`src/rtl/crc_serial_ctrl.sv`:
```
// crc_serial_ctrl: frames a parallel request into MSB-first serial bits plus a CRC trailer
// for the serial crc engine, then returns the engine's CRC/error on a valid/ready response.
module crc_serial_ctrl #(
    parameter int DATA_W = 8,
    parameter int CRC_W  = 4,
    parameter int CNT_W  = 5
) (
    input  logic              clk,
    input  logic              rst_n,
    input  logic              req_valid,
    output logic              req_ready,
    input  logic [DATA_W-1:0] req_data,
    input  logic [CRC_W-1:0]  req_crc,
    input  logic              req_chk,
    input  logic [CRC_W-1:0]  req_poly,
    input  logic              abort,
    output logic              eng_ctrl_en,
    output logic              eng_data_in,
    output logic              eng_chk_en,
    output logic [CRC_W-1:0]  eng_poly_en,
    input  logic [CRC_W-1:0]  eng_crc_seq,
    input  logic              eng_crc_error,
    output logic              rsp_valid,
    input  logic              rsp_ready,
    output logic [CRC_W-1:0]  rsp_crc,
    output logic              rsp_error,
    output logic              busy
);
    localparam int TOT = DATA_W + CRC_W;

    typedef enum logic [2:0] {IDLE, SHIFT, SETTLE, CAPTURE, DONE} state_t;

    state_t           state, state_nx;
    logic [TOT-1:0]   shreg, frame;
    logic [CNT_W-1:0] cnt;
    logic             chk, accept, last, kill;

    assign req_ready = state == IDLE;
    assign busy      = state != IDLE;

    always_comb begin
        frame    = {req_data, req_chk ? req_crc : {CRC_W{1'b0}}};
        accept   = req_valid && state == IDLE;
        last     = cnt == CNT_W'(TOT - 1);
        kill     = abort && (state == SHIFT || state == SETTLE);
        state_nx = state;
        case (state)
            IDLE:    state_nx = accept ? SHIFT : IDLE;
            SHIFT:   state_nx = kill ? IDLE : last ? SETTLE : SHIFT;
            SETTLE:  state_nx = kill ? IDLE : CAPTURE;
            CAPTURE: state_nx = DONE;
            DONE:    state_nx = rsp_ready ? IDLE : DONE;
            default: state_nx = IDLE;
        endcase
    end

    always_ff @(posedge clk or negedge rst_n)
        if (!rst_n) state <= IDLE;
        else        state <= state_nx;

    // The first frame bit goes out on the accept edge, so shreg keeps only the remaining bits.
    always_ff @(posedge clk or negedge rst_n) begin
        if (!rst_n) begin
            shreg       <= '0;
            cnt         <= '0;
            chk         <= 1'b0;
            eng_ctrl_en <= 1'b0;
            eng_data_in <= 1'b0;
            eng_chk_en  <= 1'b0;
            eng_poly_en <= '0;
            rsp_valid   <= 1'b0;
            rsp_crc     <= '0;
            rsp_error   <= 1'b0;
        end else if (kill) begin
            eng_ctrl_en <= 1'b0;
            eng_data_in <= 1'b0;
            eng_chk_en  <= 1'b0;
            eng_poly_en <= '0;
        end else begin
            case (state)
                IDLE: if (accept) begin
                    shreg       <= frame << 1;
                    cnt         <= '0;
                    chk         <= req_chk;
                    eng_chk_en  <= req_chk;
                    eng_poly_en <= req_poly;
                    eng_ctrl_en <= 1'b1;
                    eng_data_in <= frame[TOT-1];
                end
                SHIFT: begin
                    shreg       <= shreg << 1;
                    cnt         <= cnt + CNT_W'(1);
                    eng_ctrl_en <= !last;
                    eng_data_in <= last ? 1'b0 : shreg[TOT-1];
                end
                CAPTURE: begin
                    rsp_crc   <= eng_crc_seq;
                    rsp_error <= chk & eng_crc_error;
                    rsp_valid <= 1'b1;
                end
                DONE: if (rsp_ready) begin
                    rsp_valid   <= 1'b0;
                    eng_chk_en  <= 1'b0;
                    eng_poly_en <= '0;
                end
                default: ;
            endcase
        end
    end
endmodule

```
`config.mk`:
```
export PLATFORM = sky130hd
export DESIGN_NAME = crc_serial_ctrl
export DESIGN_NICKNAME = d
export VERILOG_FILES = /design/src/rtl/crc_serial_ctrl.sv
export SDC_FILE = /design/constraint.sdc
export NUM_CORES = 1
export LEC_CHECK = 0
export BUFFER_PORTS_ARGS = -buffer_cell sky130_fd_sc_hd__buf_2
export CAP_MARGIN = 20
export CELL_PAD_IN_SITES_DETAIL_PLACEMENT = 0
export CELL_PAD_IN_SITES_GLOBAL_PLACEMENT = 1
export CORE_UTILIZATION = 37
export DETAILED_ROUTE_END_ITERATION = 16
export GPL_TIMING_DRIVEN = 0
export PLACE_DENSITY_LB_ADDON = 0.1
export REMOVE_ABC_BUFFERS = 1
export SLEW_MARGIN = 20
export SYNTH_ARGS = -nofsm -noshare
export SYNTH_HDL_FRONTEND = slang
export SYNTH_SLANG_ARGS = --single-unit
```
`constraint.sdc`:
```
create_clock -name clk -period 1.5 [get_ports clk]
set_input_delay 0.225 -clock clk [delete_from_list [all_inputs] [get_ports clk]]
set_output_delay 0.225 -clock clk [all_outputs]
set_load 0.1 [all_outputs]
```
# Yosys cells after proc, flatten, opt, wreduce, memory -nomap -nowiden

Index checks and enable logic that the tools add are counted.

Mux-type cells: 27
Reduce and logical (&&, ||, !) cells: 16
Equality and inequality tests: 9
Shift-type cells: 0
Bitwise logic cells: 2
$lt $le $gt $ge: 0
Add/subtract/negate cells: 1
Multipliers: 0
Divide/modulo/power cells: 0

Operators with widths:

| operator            | number |
|---|---|
| $pmux 12 s2         | 1 |
| $mux 4              | 4 |
| $pmux 3 s5          | 1 |
| $mux 12             | 1 |
| $reduce_and 3->1    | 4 |
| $pmux 5 s2          | 1 |
| $mux 1              | 9 |
| $reduce_bool 3->1   | 3 |
| $pmux 1 s2          | 4 |
| $pmux 4 s2          | 1 |
| $eq 3x2->1 const B  | 2 |
| $mux 2              | 3 |
| $add 5x1->5 const B | 1 |
| $eq 5x4->1 const B  | 1 |
| $mux 5              | 1 |
| $reduce_and 2->1    | 2 |
| $reduce_bool 2->1   | 2 |
| $eq 3x1->1 const B  | 1 |
| $eq 3x3->1 const B  | 1 |
| $logic_not 3->1     | 1 |
| $mux 3              | 1 |
| $ne 3x1->1 const B  | 1 |
| $ne 3x3->1 const B  | 1 |
| $logic_and 1x1->1   | 2 |
| other kinds (6)     | 6 |

Bits in latches: 0
Memory bits (read-only): 0
Register bits after elaboration: 34
RAM bits: 0
Memories kept: 0
Output and inout bits: 15

# Longest topological paths before layout

Gate-level depths: netlist of run 1.

Word-level depth: 5
Mapped depth: 5
Mapped depth without buffers: 4

# Worst setup path after synthesis of run 1

OpenSTA, ideal clock, no wires.

Path kind: reg-to-output
From: register state[1]
To: output req_ready
Data arrival time: 2.245 ns
Setup slack: -0.970 ns
Buffers on the path: 2
Cell stages (with the launch flop): 5
Required time: 1.275 ns
Cell sequence: dfrtp_1 buf_2 buf_4 or3_1 inv_1

Longest elaborated chain between the ends: 1

RTL lines:

| what                     | RTL line | text |
|---|---|---|
| start: declaration       | 33       | `state_t state, state_nx;` |
| start signal: assignment | 59       | `else state <= state_nx;` |
| $logic_not 3->1          | 38       | `assign req_ready = state == IDLE;` |
| end: declaration         | 11       | `output logic req_ready,` |

Every way passes these cells.

# Worst setup path in the final report of run 1

Ends and elaborated chain as after synthesis.

==> impl_metrics.env, run 1 <==
export IMPL_switching_share_pct=35.8
export IMPL_finalSetupViolCount=21
export IMPL_required_ns=1.27
export IMPL_rsz0062_at_grt="yes"
export IMPL_h_tree_depth=2
export IMPL_core_area_um2=4470
export IMPL_skew_ns=0.00636
export IMPL_syn_area_per_cell_um2=11.4
export IMPL_first_iter_violations=66
export IMPL_die_area_um2=5080
export IMPL_p_per_area_nw_per_um2=1340
export IMPL_yosys_warnings=0
export IMPL_die_h_um=71.3
export IMPL_drive_gt1_share_pct=51.8
export IMPL_cts_made_buffers=5
export IMPL_grt_pass1_vias=1476
export IMPL_p_int_w=0.00211
export IMPL_syn_to_final_growth_pct=38.9
export IMPL_die_width_um=71.3
export IMPL_finalHoldViolations=0
export IMPL_syn_cell_area_um2=1780
export IMPL_grt_ovfl_total=0
export IMPL_whs_ns=0.0207
export IMPL_diodes=0
export IMPL_comb_power_share_pct=37.4
export IMPL_antenna_found_initial=0
export IMPL_critPathKind="reg -> out"
export IMPL_tightest_slew_ns=0.786
export IMPL_status="finished, violations left"
export IMPL_slew_violations=0
export IMPL_grt_use_total_pct=18.2
export IMPL_dpl_hpwl_mm=2.56
export IMPL_finalCritPeriodShare_pct=111
export IMPL_wire_per_inst_um=15.6
export IMPL_clkSinkCount=33
export IMPL_hold_class="in -> async"
export IMPL_clk_latency_ns=0.28
export IMPL_seqPwrFrac_pct=36.4
export IMPL_fin_nets=249
export IMPL_dr_pass1_iters=10
export IMPL_worst_path_max_fanout=6
export IMPL_violations="design-rule violations, negative setup slack"
export IMPL_synthCells=156
export IMPL_ys_seq_area_share_pct=46.5
export IMPL_layout_common_cells="buf_2, dfrtp_1, buf_4"
export IMPL_period_minus_slack_ns=1.66
export IMPL_cp_arrival_ns=1.44
export IMPL_root_buffer="clkbuf_8"
export IMPL_worst_slack_ns=-0.161
export IMPL_viasPerCell=5.07
export IMPL_remaining_drc_errors=2
export IMPL_grt_pass1_wl_mm=7.08
export IMPL_p_switching_w=0.00118
export IMPL_routed_wl_mm=4.28
export IMPL_power_frac_clock_pct=26.1
export IMPL_ant_nets=0
export IMPL_dp_slack_ns=-0.970
export IMPL_cts_buffer_depth=2
export IMPL_synth_seq_cells=33
export IMPL_top_level_ports=42
export IMPL_clkTransAtPathRegs_ns=0.07
export IMPL_place_congestion=0.671
export IMPL_rows=24
export IMPL_vias=1390
export IMPL_numPortBuffers=41
export IMPL_drv_cap=0
export IMPL_cts_tree="yes"
export IMPL_ys_flop_type="dfrtp_1"
export IMPL_grt_max_degree=34
export IMPL_synth_edff_count=0
export IMPL_fmax_mhz=602
export IMPL_synthArstFlopShare_pct=100
export IMPL_start_util_pct=39.7
export IMPL_crit_path_end_kind="primary output"
export IMPL_leakage_nw=1.18
export IMPL_slew_headroom_pct=47.6
export IMPL_yosysUniqueCellTypes=42
export IMPL_vdd_drop_max_mv=0.677
export IMPL_start_kind="flop"
export IMPL_layout_commonest_cell="buf_2"
what timing repair did:
item / in CTS / in global routing
buffers inserted: 16 / 9
endpoints found under the setup margin: 31 / 28
resized for setup: 22 / 16
hold buffers: 0 / 0
pin swaps: 2 / 4
final cells by class:
class	count	area (um^2)
Multi-Input combinational cell	102	946
Tap cell	52	65.1
Inverter	13	48.8
Clock buffer	7	86.3
Clock inverter	1	30.0
Sequential cell	33	832
Fill cell	403	2010
Timing Repair Buffer	66	459
stage by stage:
step | utilization (%) | total power, W | TNS [ns] | instances | instance area [um^2]
finish | 55.1 | 0.00329 | -1.87 | 274 | 2470
global route | 55.1 | 0.00348 | -3.01 | 274 | 2470
CTS | 51.9 | 0.00326 | -1.82 | 265 | 2320
detailed placement | 44.5 | 0.00225 | -14.02 | 241 | 1990
global placement | 44.5 | 0.00222 | -13.02 | 241 | 1990
floorplan | - | 0.00203 | -6.81 | 148 | 1720
registers in the layout, indices dropped and copies added (netlist names):
signal       flops
eng_data_in      1
rsp_valid        1
rsp_crc          4
shreg           11
eng_ctrl_en      1
eng_chk_en       1
chk              1
state            3
eng_poly_en      4
rsp_error        1
cnt              5
worst max-delay path, stage by stage (launching register included):
cell and delay [ns]:
dfrtp_4 0.52, or3_4 0.39, inv_2 0.08, buf_12 0.17
layer usage:
layer,wire length (um),vias to the layer above,global-route usage (%)
met5,0,-,0
met4,85,0,6.44
met3,164,8,5.20
met2,2150,31,31.5
met1,1880,676,21.6
li1,-,675,-
Yosys cell counts, drive strengths merged (2+ instances only):
| library cell | n | area share, % |
|---|---|---|
| nand2b | 6 | 2.1 |
| dfrtp | 33 | 46 |
| nor2b | 2 | 0.70 |
| inv | 13 | 2.7 |
| o21ai | 4 | 1.1 |
| o211ai | 5 | 2.1 |
| buf | 7 | 3.0 |
| and4bb | 2 | 1.4 |
| nor4b | 2 | 1.7 |
| a211oi | 5 | 2.8 |
| nor2 | 2 | 0.42 |
| nand3b | 2 | 0.84 |
| mux2i | 12 | 6.8 |
| nand3 | 3 | 0.84 |
| mux2 | 21 | 14 |
| a21oi | 5 | 2.0 |
| nand2 | 13 | 2.7 |
| or3b | 2 | 0.99 |
power groups by stage:
stage               clock network (W)  registers (W)  logic [W]
floorplan                           0        0.00155   0.000477
detailed placement                  0        0.00123    0.00102
finish                       0.000861        0.00120    0.00123
global route                 0.000934        0.00123    0.00131
CTS                          0.000890        0.00120    0.00117
global placement                    0        0.00122    0.00100
cells by family after synthesis:
logic type,share of synthesized area [%]
AOI/OAI and AO/OA,10.7
xor gates and xnor gates,0.493
adders and majority gates,0.704
buffers and inverters,5.91
DFF,46.5
muxes,20.3
and+or+nand+nor,15.4
final timing paths:
kind / end / cells past startpoint / slack [ns] / from
max: req_ready / 3 / -0.16 / state[1]$_DFF_PN0_
max reg2reg: shreg[10]$_DFFE_PN0P_ / 5 / -0.14 / state[2]$_DFF_PN0_
min: eng_poly_en[2]$_DFFE_PN0P_ / 1 / 0.02 / rst_n
min reg2reg: rsp_error$_DFFE_PN0P_ / 2 / 0.47 / rsp_error$_DFFE_PN0P_
min in group clk: rsp_crc[2]$_DFFE_PN0P_ / 2 / 0.18 / eng_crc_seq[2]
max in group asynchronous: state[1]$_DFF_PN0_ / 1 / 0.89 / rst_n
Note: power is estimated with default switching activity, not from simulation.
==> run 2: changes to the inputs <==
--- a/config.mk
+++ b/config.mk
@@ -14,6 +14,7 @@
 export GPL_TIMING_DRIVEN = 0
 export PLACE_DENSITY_LB_ADDON = 0.1
 export REMOVE_ABC_BUFFERS = 1
+export SKIP_CTS_REPAIR_TIMING = 1
 export SLEW_MARGIN = 20
 export SYNTH_ARGS = -nofsm -noshare
 export SYNTH_HDL_FRONTEND = slang
==> impl_metrics.env, run 2 (synthesized netlist as in run 1, its figures left out) <==
export IMPL_p_int_w=0.00209
export IMPL_hold_class="in -> async"
export IMPL_core_area_um2=4470
export IMPL_cts_buffer_depth=2
export IMPL_comb_power_share_pct=36.5
export IMPL_finish_utilization_pct=55.7
export IMPL_clkTransAtPathRegs_ns=0.07
export IMPL_largest_register_ffs=11
export IMPL_p_per_area_nw_per_um2=1320
export IMPL_power_frac_clock_pct=26.4
export IMPL_start_util_pct=39.7
export IMPL_dr_pass1_iters=10
export IMPL_worstReg2RegEnd="shreg[6]$_DFFE_PN0P_"
export IMPL_tightest_slew_ns=0.763
export IMPL_switching_share_pct=36.2
export IMPL_die_area_um2=5080
export IMPL_layout_commonest_cell="buf_2"
export IMPL_vdd_drop_max_mv=0.653
export IMPL_skew_ns=0.00768
export IMPL_ant_nets=0
export IMPL_dpl_hpwl_mm=2.56
export IMPL_grt_use_total_pct=15.8
export IMPL_drv_cap=0
export IMPL_slew_headroom_pct=49.2
export IMPL_slew_violations=0
export IMPL_grt_pass1_wl_mm=6.19
export IMPL_cts_made_buffers=5
export IMPL_top_level_ports=42
export IMPL_seqPwrFrac_pct=37.1
export IMPL_status="finished, violations left"
export IMPL_cp_arrival_ns=1.82
export IMPL_critPathLaunch="state[1]$_DFF_PN0_"
export IMPL_p_switching_w=0.00119
export IMPL_worst_slack_ns=-0.159
export IMPL_syn_to_final_growth_pct=40.3
export IMPL_rsz0062_at_grt="yes"
export IMPL_vias=1412
export IMPL_fin_nets=253
export IMPL_layout_common_cells="buf_2, dfrtp_1, buf_4"
export IMPL_largest_register="shreg"
export IMPL_critPathKind="reg -> reg"
export IMPL_r2r_cells=5
export IMPL_grt_ovfl_total=0
export IMPL_dp_slack_ns=-0.970
export IMPL_first_iter_violations=59
export IMPL_clkSinkCount=33
export IMPL_grt_pass1_vias=1326
export IMPL_finalHoldViolations=0
export IMPL_diodes=0
export IMPL_fin_area_um2=2490
export IMPL_routed_wl_mm=4.32
export IMPL_viasPerCell=5.08
export IMPL_numPortBuffers=41
export IMPL_clk_latency_ns=0.28
export IMPL_grt_max_degree=34
export IMPL_die_h_um=71.3
export IMPL_r2r_start="state[1]$_DFF_PN0_"
export IMPL_fmax_mhz=603
export IMPL_drive_gt1_share_pct=51.8
export IMPL_violations="design-rule violations, negative setup slack"
export IMPL_reg2reg_setup_slack_ns=-0.16
export IMPL_crit_path_end_kind="flop"
export IMPL_die_width_um=71.3
export IMPL_period_minus_slack_ns=1.66
export IMPL_cts_tree="yes"
export IMPL_tns_ns=-2.55
export IMPL_root_buffer="clkbuf_8"
export IMPL_power_w=0.00328
export IMPL_remaining_drc_errors=2
export IMPL_antenna_found_initial=0
export IMPL_largestRegisters="shreg x11, cnt x5"
export IMPL_wire_per_inst_um=15.5
export IMPL_start_kind="flop"
export IMPL_finalCritPeriodShare_pct=111
export IMPL_rows=24
export IMPL_finalSetupViolCount=22
export IMPL_dpl_cell_area_um2=1990
export IMPL_place_congestion=0.671
export IMPL_required_ns=1.66
export IMPL_leakage_nw=1.18
export IMPL_worst_path_max_fanout=13
export IMPL_h_tree_depth=2
-- run 2: changes by cell type in the layout (fill, tap and decap cells not counted), sizes merged --
cell    change
clkbuf      +1
buf         +3
-- run 2: critical path: stages, from the launching register on --
cell,delay [ns]
dfrtp_4,0.52
buf_4,0.15
or2_4,0.25
a21oi_4,0.14
buf_12,0.15
mux2_2,0.33
-- run 2: how the worst max path moves through the flow --
stage	endpoint	cells after the start
floorplan	req_ready	2
detailed placement	shreg[11]$_DFFE_PN0P_	3
global route	shreg[6]$_DFFE_PN0P_	5
CTS	shreg[11]$_DFFE_PN0P_	3
global placement	shreg[7]$_DFFE_PN0P_	3
finish	shreg[6]$_DFFE_PN0P_	5
-- run 2: per-stage QoR --
step / cells / hold WS [ns]
finish: 278 / 0.00904
global route: 278 / 0.0677
CTS: 249 / 0.0311
detailed placement: 241 / 0.343
global placement: 241 / 0.337
floorplan: 148 / -0.0706
-- run 2: routing by layer --
| layer | part of all wire (%) | wire length, um | track usage (%) | up-vias |
|---|---|---|---|---|
| li1 | - | - | - | 686 |
| met1 | 44 | 1890 | 19.7 | 687 |
| met2 | 51 | 2200 | 26.2 | 31 |
| met3 | 3.4 | 148 | 4.64 | 8 |
| met4 | 1.8 | 79 | 5.78 | 0 |
| met5 | 0 | 0 | 0 | - |
-- run 2: power groups by stage --
stage / clock, W / sequential [W] / combinational [W]
floorplan: 0 / 0.00155 / 0.000477
global placement: 0 / 0.00122 / 0.00100
detailed placement: 0 / 0.00123 / 0.00102
CTS: 0.000890 / 0.00121 / 0.00102
global route: 0.000940 / 0.00125 / 0.00128
finish: 0.000867 / 0.00122 / 0.00120
-- run 2: area by class of cell --
| class | count | area [um^2] |
|---|---|---|
| repair buffers | 70 | 505 |
| clock buffers | 7 | 86.3 |
| inverters | 13 | 48.8 |
| clock inverters | 1 | 30.0 |
| fillers | 403 | 1980 |
| flip-flops and latches | 33 | 835 |
| multi-input cells | 102 | 922 |
| well taps | 52 | 65.1 |
